===== config.mk =====
export PLATFORM = sky130hd
export DESIGN_NAME = serial_parity_rx_flat
export DESIGN_NICKNAME = d
export VERILOG_FILES = /design/src/rtl/serial_parity_rx_if.sv /design/src/rtl/serial_parity_rx.sv /design/src/flat_wrapper.sv
export SDC_FILE = /design/constraint.sdc
export NUM_CORES = 1
export LEC_CHECK = 0
export ABC_AREA = 1
export CAP_MARGIN = 10
export CORE_MARGIN = 5
export CORE_UTILIZATION = 47
export DETAILED_ROUTE_END_ITERATION = 12
export GPL_TIMING_DRIVEN = 0
export PLACE_DENSITY = 0.73
export SLEW_MARGIN = 20
export SYNTH_ARGS = -nofsm -noshare
export SYNTH_HDL_FRONTEND = slang
export SYNTH_SLANG_ARGS = --single-unit

===== constraint.sdc =====
create_clock -name clk -period 1.2 [get_ports clk]
set_input_delay 0.24 -clock clk [delete_from_list [all_inputs] [get_ports clk]]
set_output_delay 0.24 -clock clk [all_outputs]
set_load 0.03 [all_outputs]

===== src/rtl/serial_parity_rx_if.sv =====
// Bus bundle for serial_parity_rx: serial input strobe plus the parallel word/flag outputs.
// Optional error-counter signals exist only when PARITY_ERR_CNT_EN is defined.
interface serial_parity_rx_if #(
  parameter int unsigned DATA_W = 8
);
  logic              x;
  logic              bit_en;
  logic [DATA_W-1:0] data;
  logic              valid;
  logic              par_err;
  logic              frame_err;
  logic              busy;
`ifdef PARITY_ERR_CNT_EN
  logic              err_clr;
  logic [7:0]        err_cnt;

  modport master (
    output x, bit_en, err_clr,
    input  data, valid, par_err, frame_err, busy, err_cnt
  );
  modport slave (
    input  x, bit_en, err_clr,
    output data, valid, par_err, frame_err, busy, err_cnt
  );
`else
  modport master (
    output x, bit_en,
    input  data, valid, par_err, frame_err, busy
  );
  modport slave (
    input  x, bit_en,
    output data, valid, par_err, frame_err, busy
  );
`endif
endinterface


===== src/rtl/serial_parity_rx.sv =====
// Serial frame receiver: start / DATA_W bits LSB-first / parity / stop, with parity and framing checks.
// Define PARITY_ERR_CNT_EN to add a saturating error counter with synchronous clear.
module serial_parity_rx #(
  parameter int unsigned DATA_W     = 8,
  parameter bit          ODD_PARITY = 1'b0
) (
  input logic               clk,
  input logic               rst_n,
  serial_parity_rx_if.slave bus
);
  localparam int unsigned     CntW    = $clog2(DATA_W + 1);
  localparam logic [CntW-1:0] LastBit = CntW'(DATA_W - 1);

  typedef enum logic [2:0] {StIdle, StData, StPar, StStop, StBreak} state_e;

  state_e            r_state, w_state_next;
  logic [CntW-1:0]   r_cnt;
  logic [DATA_W-1:0] r_shift;
  logic [DATA_W-1:0] r_data;
  logic              r_par;
  logic              r_mis;
  logic              r_valid;
  logic              r_par_err;
  logic              r_frame_err;
  logic              w_start;
  logic              w_shift;
  logic              w_par_sample;
  logic              w_stop_sample;

  always_ff @(posedge clk or negedge rst_n) begin
    if (!rst_n) r_state <= StIdle;
    else        r_state <= w_state_next;
  end

  always_comb begin
    w_state_next  = r_state;
    w_start       = 1'b0;
    w_shift       = 1'b0;
    w_par_sample  = 1'b0;
    w_stop_sample = 1'b0;
    if (bus.bit_en) begin
      case (r_state)
        StIdle: begin
          if (!bus.x) begin
            w_start      = 1'b1;
            w_state_next = StData;
          end
        end
        StData: begin
          w_shift = 1'b1;
          if (r_cnt == LastBit) w_state_next = StPar;
        end
        StPar: begin
          w_par_sample = 1'b1;
          w_state_next = StStop;
        end
        StStop: begin
          w_stop_sample = 1'b1;
          w_state_next  = bus.x ? StIdle : StBreak;
        end
        // A line held low must return high before a new start bit is honoured.
        StBreak: begin
          if (bus.x) w_state_next = StIdle;
        end
        default: w_state_next = StIdle;
      endcase
    end
  end

  always_ff @(posedge clk or negedge rst_n) begin
    if (!rst_n) begin
      r_cnt       <= '0;
      r_shift     <= '0;
      r_data      <= '0;
      r_par       <= 1'b0;
      r_mis       <= 1'b0;
      r_valid     <= 1'b0;
      r_par_err   <= 1'b0;
      r_frame_err <= 1'b0;
    end else begin
      r_valid     <= w_stop_sample;
      r_par_err   <= w_stop_sample & r_mis;
      r_frame_err <= w_stop_sample & ~bus.x;
      if (w_start) begin
        r_cnt <= '0;
        r_par <= 1'b0;
      end
      if (w_shift) begin
        r_shift <= {bus.x, r_shift[DATA_W-1:1]};
        r_par   <= r_par ^ bus.x;
        r_cnt   <= r_cnt + 1'b1;
      end
      if (w_par_sample)  r_mis  <= bus.x ^ r_par ^ ODD_PARITY;
      if (w_stop_sample) r_data <= r_shift;
    end
  end

  assign bus.data      = r_data;
  assign bus.valid     = r_valid;
  assign bus.par_err   = r_par_err;
  assign bus.frame_err = r_frame_err;
  assign bus.busy      = (r_state != StIdle);

`ifdef PARITY_ERR_CNT_EN
  logic [7:0] r_err_cnt;

  // Counts in the cycle the flagged valid is presented; clear takes priority.
  always_ff @(posedge clk or negedge rst_n) begin
    if (!rst_n) begin
      r_err_cnt <= '0;
    end else if (bus.err_clr) begin
      r_err_cnt <= '0;
    end else if (r_valid && (r_par_err || r_frame_err) && (r_err_cnt != 8'hFF)) begin
      r_err_cnt <= r_err_cnt + 8'd1;
    end
  end

  assign bus.err_cnt = r_err_cnt;
`endif
endmodule


===== src/flat_wrapper.sv =====
// flat-port wrapper written by rule: the top's interface ports become plain ports
module serial_parity_rx_flat 
#(
  parameter int unsigned DATA_W     = 8,
  parameter bit          ODD_PARITY = 1'b0
)
  (clk, rst_n, bus_x, bus_bit_en, bus_data, bus_valid, bus_par_err, bus_frame_err, bus_busy);
  serial_parity_rx_if #(.DATA_W(DATA_W)) bus_i ();
  input logic clk;
  input logic rst_n;
  input wire logic [$bits(bus_i.x)-1:0] bus_x;
  input wire logic [$bits(bus_i.bit_en)-1:0] bus_bit_en;
  output wire logic [$bits(bus_i.data)-1:0] bus_data;
  output wire logic [$bits(bus_i.valid)-1:0] bus_valid;
  output wire logic [$bits(bus_i.par_err)-1:0] bus_par_err;
  output wire logic [$bits(bus_i.frame_err)-1:0] bus_frame_err;
  output wire logic [$bits(bus_i.busy)-1:0] bus_busy;
  assign bus_i.x = bus_x;
  assign bus_i.bit_en = bus_bit_en;
  assign bus_data = bus_i.data;
  assign bus_valid = bus_i.valid;
  assign bus_par_err = bus_i.par_err;
  assign bus_frame_err = bus_i.frame_err;
  assign bus_busy = bus_i.busy;
  serial_parity_rx #(.DATA_W(DATA_W), .ODD_PARITY(ODD_PARITY)) u_core (.clk(clk), .rst_n(rst_n), .bus(bus_i));
endmodule

# Word-level counts from Yosys, hierarchy flattened
# Cells that the tools add are included.
word_totals:
  in_bits: 4
  register_bits: 28
classes:
  n_bitwise: 4
  n_mux: 18
  add_sub_neg: 1
  eq_ne: 8
  n_reduce_logical: 4
ops:
  columns: ["operator", "count"]
  rows:
  - ["one-hot mux 3 bit (5 select lines)", 1]
  - ["2-to-1 mux 3 bit", 4]
  - ["2-to-1 mux 1 bit", 11]
  - ["2-to-1 mux 4 bit", 2]
  - ["== test 3 x 2 -> 1 bit (second input constant)", 2]
  - ["adder 4 x 1 -> 4 bit (second input constant)", 1]
  - ["== test 4 x 3 -> 1 bit (second input constant)", 1]
  - ["inequality test 2 bit (second input constant)", 2]
  - ["AND reduction 4 bit", 1]
  - ["== test 3 x 1 -> 1 bit (second input constant)", 1]
  - ["== test 3 bit (second input constant)", 1]
  - ["zero test 3 bit", 1]
  - ["nonzero test 3 bit", 1]
  - ["AND 1 bit", 2]
  - ["inequality test 2 x 1 -> 1 bit (second input constant)", 1]
  - ["nonzero test 2 bit", 1]
  - ["NOT 1 bit", 1]
  - ["XOR 1 bit", 1]

# Longest topological paths before layout
# Gate-level depths: netlist of run 1.
depth:
  depth_word: 5
  ltp_mapped: 7
  mapped_depth_nobuf: 6

# Least setup slack after synthesis of run 1
# No wires, ideal clock.
synth_timing:
  kind: "register -> register"
  startpoint: "register u_core.r_state[1]"
  endpoint: "register u_core.r_cnt[3]"
  slack_ps: -8
  setup_time_ps: 127
  stages_incl_launch_ff: 8
  t_arrival_ps: 1081
  period_less_slack_ps: 1208
  path_buffers: 1
  path_cell_list: "dfrtp_1 > nor2_2 > nand2_1 > nor2_4 > inv_2 > buf_6 > nand3_1 > o21ai_0"
synth_between:
  elab_chain_len: 4
  elab_cells_between_ends: 8
synth_rtl:
  columns: ["element", "line", "text"]
  rows:
  - ["start, declared", "serial_parity_rx.sv:16", "state_e r_state, w_state_next;"]
  - ["start signal, assigned", "serial_parity_rx.sv:31", "if (!rst_n) r_state <= StIdle;"]
  - ["start signal, assigned", "serial_parity_rx.sv:32", "else r_state <= w_state_next;"]
  - ["== test 3 x 1 -> 1 bit / zero test 3 bit (equally long branches)", "serial_parity_rx.sv:42", "case (r_state)"]
  - ["2-to-1 mux 1 bit", "serial_parity_rx.sv:42", null]
  - ["2-to-1 mux 1 bit", "serial_parity_rx.sv:41", "if (bus.bit_en) begin"]
  - ["2-to-1 mux 4 bit / nonzero test 2 bit (equally long branches)", null, null]
  - ["end signal, assigned", "serial_parity_rx.sv:91", "r_cnt <= r_cnt + 1'b1;"]
  - ["end, declared", "serial_parity_rx.sv:17", "logic [CntW-1:0] r_cnt;"]
# Several ways; a longest one is shown, not always the timed one.
# A chain may end at the register's enable or synchronous reset.

# Worst setup path after layout of run 1
layout_timing:
  startpoint: "register u_core.r_state[2]"
  endpoint: "register u_core.r_state[1]"
layout_between:
  elab_chain_len: 3
  elab_cells_between_ends: 10
layout_rtl:
  columns: ["element", "line"]
  rows:
  - ["== test 3 x 1 -> 1 bit, or another cell as far along", "serial_parity_rx.sv:42"]
  - ["inequality test 2 x 1 -> 1 bit (no source line) / inequality test 2 bit (equally long branches)", null]
  - ["AND reduction 4 bit (no source line)", null]
# Several ways; a longest one is shown, not always the timed one.

==> results of run 1 <==
-- sequential cells by signal (all words and copies together), names as in the netlist --
name,cells
u_core.bus.data,8
u_core.r_shift,8
u_core.r_cnt,4
u_core.r_state,3
u_core.bus.frame_err,1
u_core.bus.par_err,1
u_core.bus.valid,1
u_core.r_mis,1
u_core.r_par,1
-- cells in the mapped netlist (all sizes together) --
cell type,n,area (um2)
nand2,33,124
dfrtp,28,701
o21ai,19,95.1
inv,14,52.6
nand3,12,60.1
nor2,7,36.3
buf,3,21.3
nand4,3,25.0
xnor2,2,17.5
a21oi,1,5.00
ha,1,12.5
xor2,1,8.76
-- metrics by stage --
step                      instances  setup slack (ns)  instance area (um2)  power, mW
after global placement          169            -0.503                 1350       2.96
after CTS                       185            -0.135                 1560       4.03
after global routing            194            -0.292                 1740       4.87
final                           194            -0.237                 1740       4.58
after floorplan                 124           0.00446                 1160       2.51
after detailed placement        169            -0.448                 1340       3.03
-- power by group through the flow --
stage / logic, mW / registers [mW] / clock network [mW]
final: 2.34 / 1.63 / 0.612
after CTS: 1.84 / 1.57 / 0.627
after global routing: 2.52 / 1.67 / 0.676
after floorplan: 0.749 / 1.76 / 0
after global placement: 1.39 / 1.56 / 0
after detailed placement: 1.44 / 1.58 / 0
-- metal layers --
layer,up-vias,global-route usage [%]
li1,480,-
met5,-,0
met2,22,28.9
met1,482,22.9
met4,0,8.86
met3,12,3.67
-- cell type report --
type	instances	share of cell area (%)
multi-input cells	79	30.8
clock inverters	1	1.72
well taps	30	2.15
plain buffers	2	1.29
inverters	14	3.16
clock buffers	3	1.29
flip-flops and latches	28	40.4
repair buffers	37	19.2
-- cells by family after synthesis --
| logic type | count (synthesis) | synth area share (%) |
|---|---|---|
| buf+inv | 17 | 6.37 |
| fa+ha+maj | 1 | 1.08 |
| flops | 28 | 60.5 |
| simple gates | 55 | 21.2 |
| xor+xnor | 3 | 2.27 |
| compound gates | 20 | 8.64 |
-- repair_timing --
action | in CTS | in global routing
setup buffers | 8 | 10
cloned | 3 | 0
pin swaps | 4 | 3
hold endpoints to repair | 28 | 0
hold buffers | 1 | 0
gates resized for setup | 103 | 48
setup endpoints to repair | 36 | 33
-- worst max-delay path: stages, from the launching register on --
cell     delay, ns
dfrtp_2       0.46
buf_6         0.13
buf_4         0.13
inv_4         0.06
nor2_1        0.06
a21oi_2       0.21
nand3_2       0.12
nand2_1       0.09
nand2_1       0.07
-- final timing paths --
| check | endpoint | cells past startpoint | startpoint | slack [ns] |
|---|---|---|---|---|
| hold reg to reg | u_core.r_shift[1] | 2 | u_core.r_shift[2] | 0.50 |
| setup / recovery | u_core.r_state[1] | 8 | u_core.r_state[2] | -0.24 |
| setup reg to reg | u_core.r_state[1] | 8 | u_core.r_state[2] | -0.24 |
| hold / removal | u_core.bus.data[3] | 2 | rst_n | 0.43 |
| max in group asynchronous | u_core.r_state[0] | 2 | rst_n | 0.33 |
| min in group clk | u_core.r_shift[1] | 2 | u_core.r_shift[2] | 0.50 |
==> results.json, run 1 <==
{
  "vias": 996,
  "report.final.slew_viol_count": 0,
  "outcome": "complete, but fails checks",
  "chipWidth_um": 59.7,
  "dp_hpwl_mm": 1.57,
  "violations": "setup timing",
  "period_minus_slack_ns": 1.44,
  "tns_ns": -3.67,
  "whs_ns": 0.433,
  "clkPwrFrac_pct": 13.4,
  "yosys_warnings": 0,
  "drt_first_pass_iters": 4,
  "antenna_left": 0,
  "met1Wirelength_mm": 1.20,
  "cts_sinks": 28,
  "grt.total_usage_pct": 18.0,
  "gp_congestion": 0.724,
  "syn_avg_cell_area_um2": 9.34,
  "power_frac_seq_pct": 35.6,
  "wl_met2_mm": 1.44,
  "htree_levels": 1,
  "wl_per_cell_um": 14.8,
  "path_class": "reg -> reg",
  "path_max_fanout": 3,
  "setup_ws_ns": -0.237,
  "layout_commonest_cell": "dfrtp_1",
  "start_kind": "flop",
  "dr_wl_met3_um": 106,
  "n_antenna_cell": 0,
  "clockBufferDepth": 2,
  "wirelength_mm": 2.86,
  "fin_nets": 170,
  "tightest_slew_ns": 0.613,
  "synth_cell_type_count": 18,
  "hold_viol": 0,
  "final_util_pct": 72.4,
  "slew_headroom_pct": 59.1,
  "peakVddDrop_mv": 1.56,
  "p_leak_nw": 0.843,
  "core_um2": 2410,
  "nFillCells": 157,
  "postSynthCellCount": 124,
  "root_buffer": "clkbuf_4",
  "synth_nets": 129,
  "cp.required_ns": 1.42,
  "cts_made_buffers": 3,
  "gr-total-overflow": 0,
  "grt_first_pass_wirelength_mm": 4.72,
  "final_cell_mix": "dfrtp_1, nand2_1, buf_6, buf_4, inv_1",
  "fmax_ghz": 0.696,
  "p_sw_share_pct": 40.8,
  "cp-end-kind": "flop",
  "grt_antenna_before_repair": 0,
  "fp-row-count": 18,
  "grt_max_degree": 29,
  "highest_layer": "met4",
  "drcViolationCount": 0,
  "grt_setup_unrepaired": "true",
  "period_share_pct": 120,
  "area_delta_synth_final_pct": 50.5,
  "ys_ff_latch": 28,
  "internal_power_mw": 2.71,
  "worstPathArrival_ns": 1.66,
  "routed_via_density": 5.13,
  "p_per_area_nw_per_um2": 2620,
  "drive_gt1_share_pct": 49.4,
  "p_comb_share_pct": 51.1,
  "die_area_um2": 3560,
  "insertion_delay_ns": 0.32,
  "yosysSeqAreaShare_pct": 60.5,
  "grt_pass1_vias": 996,
  "drt_iter0_markers": 25,
  "p_sw_mw": 1.87,
  "netlist_area_um2": 1160,
  "finalClockSkew_ns": 0.00447,
  "io_buffers": 15,
  "floorplan.initialDensity_pct": 48.1,
  "cap_violations": 0,
  "setup_violations": 26,
  "cts.clk_slew.worst_paths_ns": 0.15,
  "die_h_um": 59.7,
  "ff_latch_area_um2": 704,
  "io_pins": 16,
  "holdCritPathClass": "in -> async",
  "cts_tree": "yes",
  "multi_input_area_um2": 538
}
Power figures use the tool's default switching activity.
==> inputs of run 2 (changes only) <==
CORE_MARGIN = 2   (was 5)
==> results.json, run 2 (synthesized netlist as in run 1, its figures left out) <==
{
  "setup_violations": 14,
  "root_buffer": "clkbuf_4",
  "cp_cell_sequence": "buf_6 -> nor2_4 -> nand2_2 -> nor2_4 -> inv_2 -> buf_6 -> nand3_1 -> o21ai_1",
  "insertion_delay_ns": 0.32,
  "cp.required_ns": 1.42,
  "final_cell_mix": "dfrtp_1, nand2_1, inv_1, buf_4, buf_2",
  "start_kind": "flop",
  "cap_violations": 0,
  "fmax_ghz": 0.729,
  "io_pins": 16,
  "reg2reg_slack_ns": -0.17,
  "fin_nets": 162,
  "drt_iter0_markers": 28,
  "violations": "setup timing",
  "cts_sinks": 28,
  "drcViolationCount": 0,
  "drt_first_pass_iters": 4,
  "htree_levels": 1,
  "io_buffers": 15,
  "die_area_um2": 2880,
  "path_class": "reg -> reg",
  "clockBufferDepth": 2,
  "peakVddDrop_mv": 1.39,
  "gr-total-overflow": 0,
  "grt_pass1_vias": 816,
  "wirelength_mm": 2.54,
  "tightest_slew_ns": 0.604,
  "grt_setup_unrepaired": "true",
  "fin_cells": 184,
  "grt.total_usage_pct": 18.1,
  "holdCritPathClass": "in -> async",
  "slowest_stage": "dfrtp_2",
  "report.final.slew_viol_count": 0,
  "grt_first_pass_wirelength_mm": 3.74,
  "n_antenna_cell": 0,
  "cpPeakStageDelay_ns": 0.46,
  "cts.clk_slew.worst_paths_ns": 0.15,
  "wl_per_cell_um": 13.8,
  "hold_viol": 0,
  "vias": 944,
  "slew_headroom_pct": 59.7,
  "floorplan.initialDensity_pct": 50.9,
  "die_h_um": 53.7,
  "period_minus_slack_ns": 1.37,
  "cp-end-kind": "flop",
  "post-place-ws_ns": -0.473,
  "period_share_pct": 114,
  "core_um2": 2280,
  "area_delta_synth_final_pct": 38.7,
  "dp_hpwl_mm": 1.46,
  "p_leak_nw": 0.777,
  "grt_max_degree": 29,
  "cts_tree": "yes",
  "reg2reg_depth": 8,
  "finalClockSkew_ns": 0.00107,
  "p_per_area_nw_per_um2": 2590,
  "antenna_left": 0,
  "critPathLaunch": "u_core.r_state[2]",
  "chipWidth_um": 53.7,
  "fp-row-count": 17,
  "worstPathArrival_ns": 1.60,
  "tns_ns": -1.61,
  "dp_cells": 167,
  "layout_commonest_cell": "dfrtp_1",
  "drive_gt1_share_pct": 42.9,
  "gp_congestion": 0.774,
  "cts_made_buffers": 3,
  "r2r_start": "u_core.r_state[2]",
  "grt_antenna_before_repair": 0,
  "path_buf_inv": 3,
  "path_max_fanout": 5,
  "routed_via_density": 5.13,
  "power.total_mw": 4.16,
  "path_delay_family": "flip-flops",
  "outcome": "complete, but fails checks",
  "setup_ws_ns": -0.172,
  "nFillCells": 165,
  "r2r_end": "u_core.r_cnt[3]"
}
==> run 2: changes by cell type in the layout (fill, tap and decap cells not counted), moves of 3 or more <==
cell,previous run,this run
o21ai_0,3,7
buf_4,15,10
buf_6,15,8
nand2_1,21,24
buf_2,5,10
nand2_4,4,1
o21ai_2,9,6
==> run 2: worst reg2reg max path, delay by kind of cell (launching register included) <==
family | cells | cell delay (ns)
AND/OR/NAND/NOR | 4 | 0.40
flip-flops | 1 | 0.46
AO/OA/AOI/OAI | 1 | 0.07
buffers and inverters | 3 | 0.34
==> run 2: worst max-delay path by stage <==
stage,endpoint,slack (ns),depth (start not counted)
floorplan,u_core.r_cnt[3],0.004,7
CTS,bus_busy,-0.14,3
finish,u_core.r_cnt[3],-0.17,8
global placement,u_core.r_cnt[0],-0.49,1
global route,u_core.r_cnt[3],-0.24,8
detailed placement,bus_busy,-0.47,3
==> run 2: power by group <==
part	switching, mW	internal (mW)	total [mW]
Sequential	0.279	1.31	1.58
Clock	0.274	0.337	0.611
Combinational	1.16	0.802	1.96
==> run 2: what timing repair did <==
| action | CTS | global route |
|---|---|---|
| pin swaps | 3 | 7 |
| cloned | 0 | 2 |
| hold buffers | 1 | 0 |
| setup buffers | 9 | 1 |
| endpoints found under the hold margin | 28 | 0 |
| resized for setup | 75 | 47 |
| setup endpoints to repair | 36 | 26 |
==> run 2: routing by layer <==
layer	GRT usage (%)	vias to the layer above	routed length [um]
met5	0	-	0
met4	6.41	0	34
met3	3.61	4	103
met2	28.6	20	1220
met1	24.8	453	1180
li1	-	467	-
==> run 2: stage by stage <==
step	util, %	hold slack, ns	cell area (um2)
2_1_floorplan	-	-0.0556	1160
3_3_place_gp	59.2	0.461	1350
3_5_place_dp	58.9	0.289	1340
4_1_cts	64.0	0.459	1460
5_1_grt	70.6	0.483	1610
6_report	70.6	0.436	1610
==> run 2: final cells by class <==
class / count / area (um2) / area share [%]
timing repair buffer: 28 / 215 / 13.4
buffer: 3 / 30.0 / 1.87
clock inverter: 1 / 30.0 / 1.87
sequential: 28 / 704 / 43.8
inverter: 14 / 57.6 / 3.58
tap: 28 / 35.0 / 2.18
multi-input combinational: 79 / 512 / 31.9
clock buffer: 3 / 22.5 / 1.40
==> inputs of run 3 (changes only) <==
CORE_ASPECT_RATIO = 1.25   (was not set)
CORE_MARGIN = not set   (was 2)
==> results.json, run 3 (synthesized netlist as in run 1, its figures left out) <==
{
  "outcome": "complete, but fails checks",
  "violations": "setup timing",
  "fp-row-count": 19,
  "path_buf_inv": 2,
  "slowest_stage": "dfrtp_2",
  "floorplan.initialDensity_pct": 51.3,
  "die_area_um2": 2670,
  "tightest_slew_ns": 0.615,
  "layout_commonest_cell": "nand2_1",
  "gp_congestion": 0.737,
  "fin_area_um2": 1600,
  "grt_antenna_before_repair": 0,
  "p_leak_nw": 0.781,
  "setup_violations": 18,
  "wirelength_mm": 2.62,
  "cts_tree": "yes",
  "cts_sinks": 28,
  "cp-end-kind": "primary output",
  "cp.required_ns": 0.96,
  "grt.total_usage_pct": 23.1,
  "worstPathArrival_ns": 1.09,
  "slew_headroom_pct": 59.0,
  "drcViolationCount": 0,
  "p_per_area_nw_per_um2": 2600,
  "grt_first_pass_wirelength_mm": 4.36,
  "insertion_delay_ns": 0.33,
  "drive_gt1_share_pct": 39.6,
  "cap_violations": 0,
  "peakVddDrop_mv": 1.77,
  "fmax_ghz": 0.750,
  "period_minus_slack_ns": 1.33,
  "n_antenna_cell": 0,
  "htree_levels": 1,
  "root_buffer": "clkbuf_4",
  "chipWidth_um": 46.4,
  "clockBufferDepth": 2,
  "wl_per_cell_um": 13.8,
  "period_share_pct": 111,
  "hold_viol": 0,
  "drt_first_pass_iters": 4,
  "routed_via_density": 5.08,
  "cp_cell_sequence": "inv_1 -> nand2_2 -> buf_6",
  "area_delta_synth_final_pct": 37.9,
  "report.final.slew_viol_count": 0,
  "dp_cells": 170,
  "path_class": "reg -> out",
  "ff_latch_area_um2": 706,
  "drt_iter0_markers": 23,
  "finalClockSkew_ns": 0.0115,
  "io_buffers": 15,
  "fin_cells": 190,
  "dp_hpwl_mm": 1.51,
  "holdCritPathClass": "in -> async",
  "nFillCells": 166,
  "gr-total-overflow": 0,
  "path_delay_family": "flip-flops",
  "die_h_um": 57.5,
  "final_util_pct": 70.7,
  "cpPeakStageDelay_ns": 0.47,
  "setup_ws_ns": -0.134,
  "io_pins": 16,
  "post-place-ws_ns": -0.473,
  "multi_input_area_um2": 470,
  "antenna_left": 0,
  "fin_nets": 165,
  "vias": 966,
  "cts.clk_slew.worst_paths_ns": 0.16,
  "grt_setup_unrepaired": "true",
  "core_um2": 2260,
  "place_area_um2": 1350,
  "grt_pass1_vias": 1010,
  "reg2reg_slack_ns": -0.12,
  "final_cell_mix": "nand2_1, dfrtp_1, o21ai_1, buf_6, buf_2",
  "cts_made_buffers": 3,
  "start_kind": "flop",
  "path_max_fanout": 5,
  "grt_max_degree": 29
}
run 3: cell count changes in the layout (fill, tap and decap cells not counted), moves of 2 or more:
cell     delta
o21ai_1     +7
o21ai_2     -3
buf_6       +4
buf_2       +2
nand2_2     -4
buf_4       -3
o21ai_0     -4
nor2_4      -2
nand2_1     +5
inv_2       +2
run 3: final cells by class:
type | count | area share (%)
sequential | 28 | 44.2
buffer | 3 | 2.11
clock buffer | 3 | 1.41
clock inverter | 1 | 1.88
multi-input combinational | 79 | 29.4
tap | 31 | 2.43
timing repair buffer | 31 | 15.3
inverter | 14 | 3.29
run 3: where the power goes:
group	leakage [nW]	switching, mW	total [mW]	internal [mW]
Sequential	0.363	0.269	1.58	1.31
Clock	0.0279	0.282	0.620	0.338
Combinational	0.390	1.14	1.97	0.829
Total	0.781	1.69	4.16	2.47
run 3: what timing repair did:
action	CTS	global route
setup buffers	10	2
gates resized for setup	93	21
cloned	1	2
pin swaps	3	2
hold buffers	1	0
setup endpoints to repair	37	26
hold endpoints to repair	28	0
run 3: worst paths after layout:
path | startpoint | cells past startpoint | end
max | u_core.r_state[1] | 3 | bus_busy
min | rst_n | 2 | u_core.bus.data[2]
max reg2reg | u_core.r_state[2] | 8 | u_core.r_cnt[2]
min reg2reg | u_core.bus.data[4] | 2 | u_core.bus.data[4]
max in group asynchronous | rst_n | 2 | u_core.r_cnt[0]
min in group clk | u_core.bus.data[4] | 2 | u_core.bus.data[4]
run 3: stage by stage:
stage                     hold WS, ns  power (mW)  TNS (ns)
after floorplan               -0.0556        2.51         0
after global placement          0.459        2.95    -22.62
after detailed placement        0.286        3.02     -9.31
after CTS                       0.447        3.96     -1.19
after global routing            0.492        4.43     -3.20
final                           0.432        4.16     -1.55
run 3: routing by layer:
| metal | GRT usage, % | wire [um] |
|---|---|---|
| met1 | 29.4 | 1070 |
| met2 | 37.3 | 1410 |
| met3 | 2.85 | 96 |
| met4 | 11.3 | 40 |
| met5 | 0 | 0 |
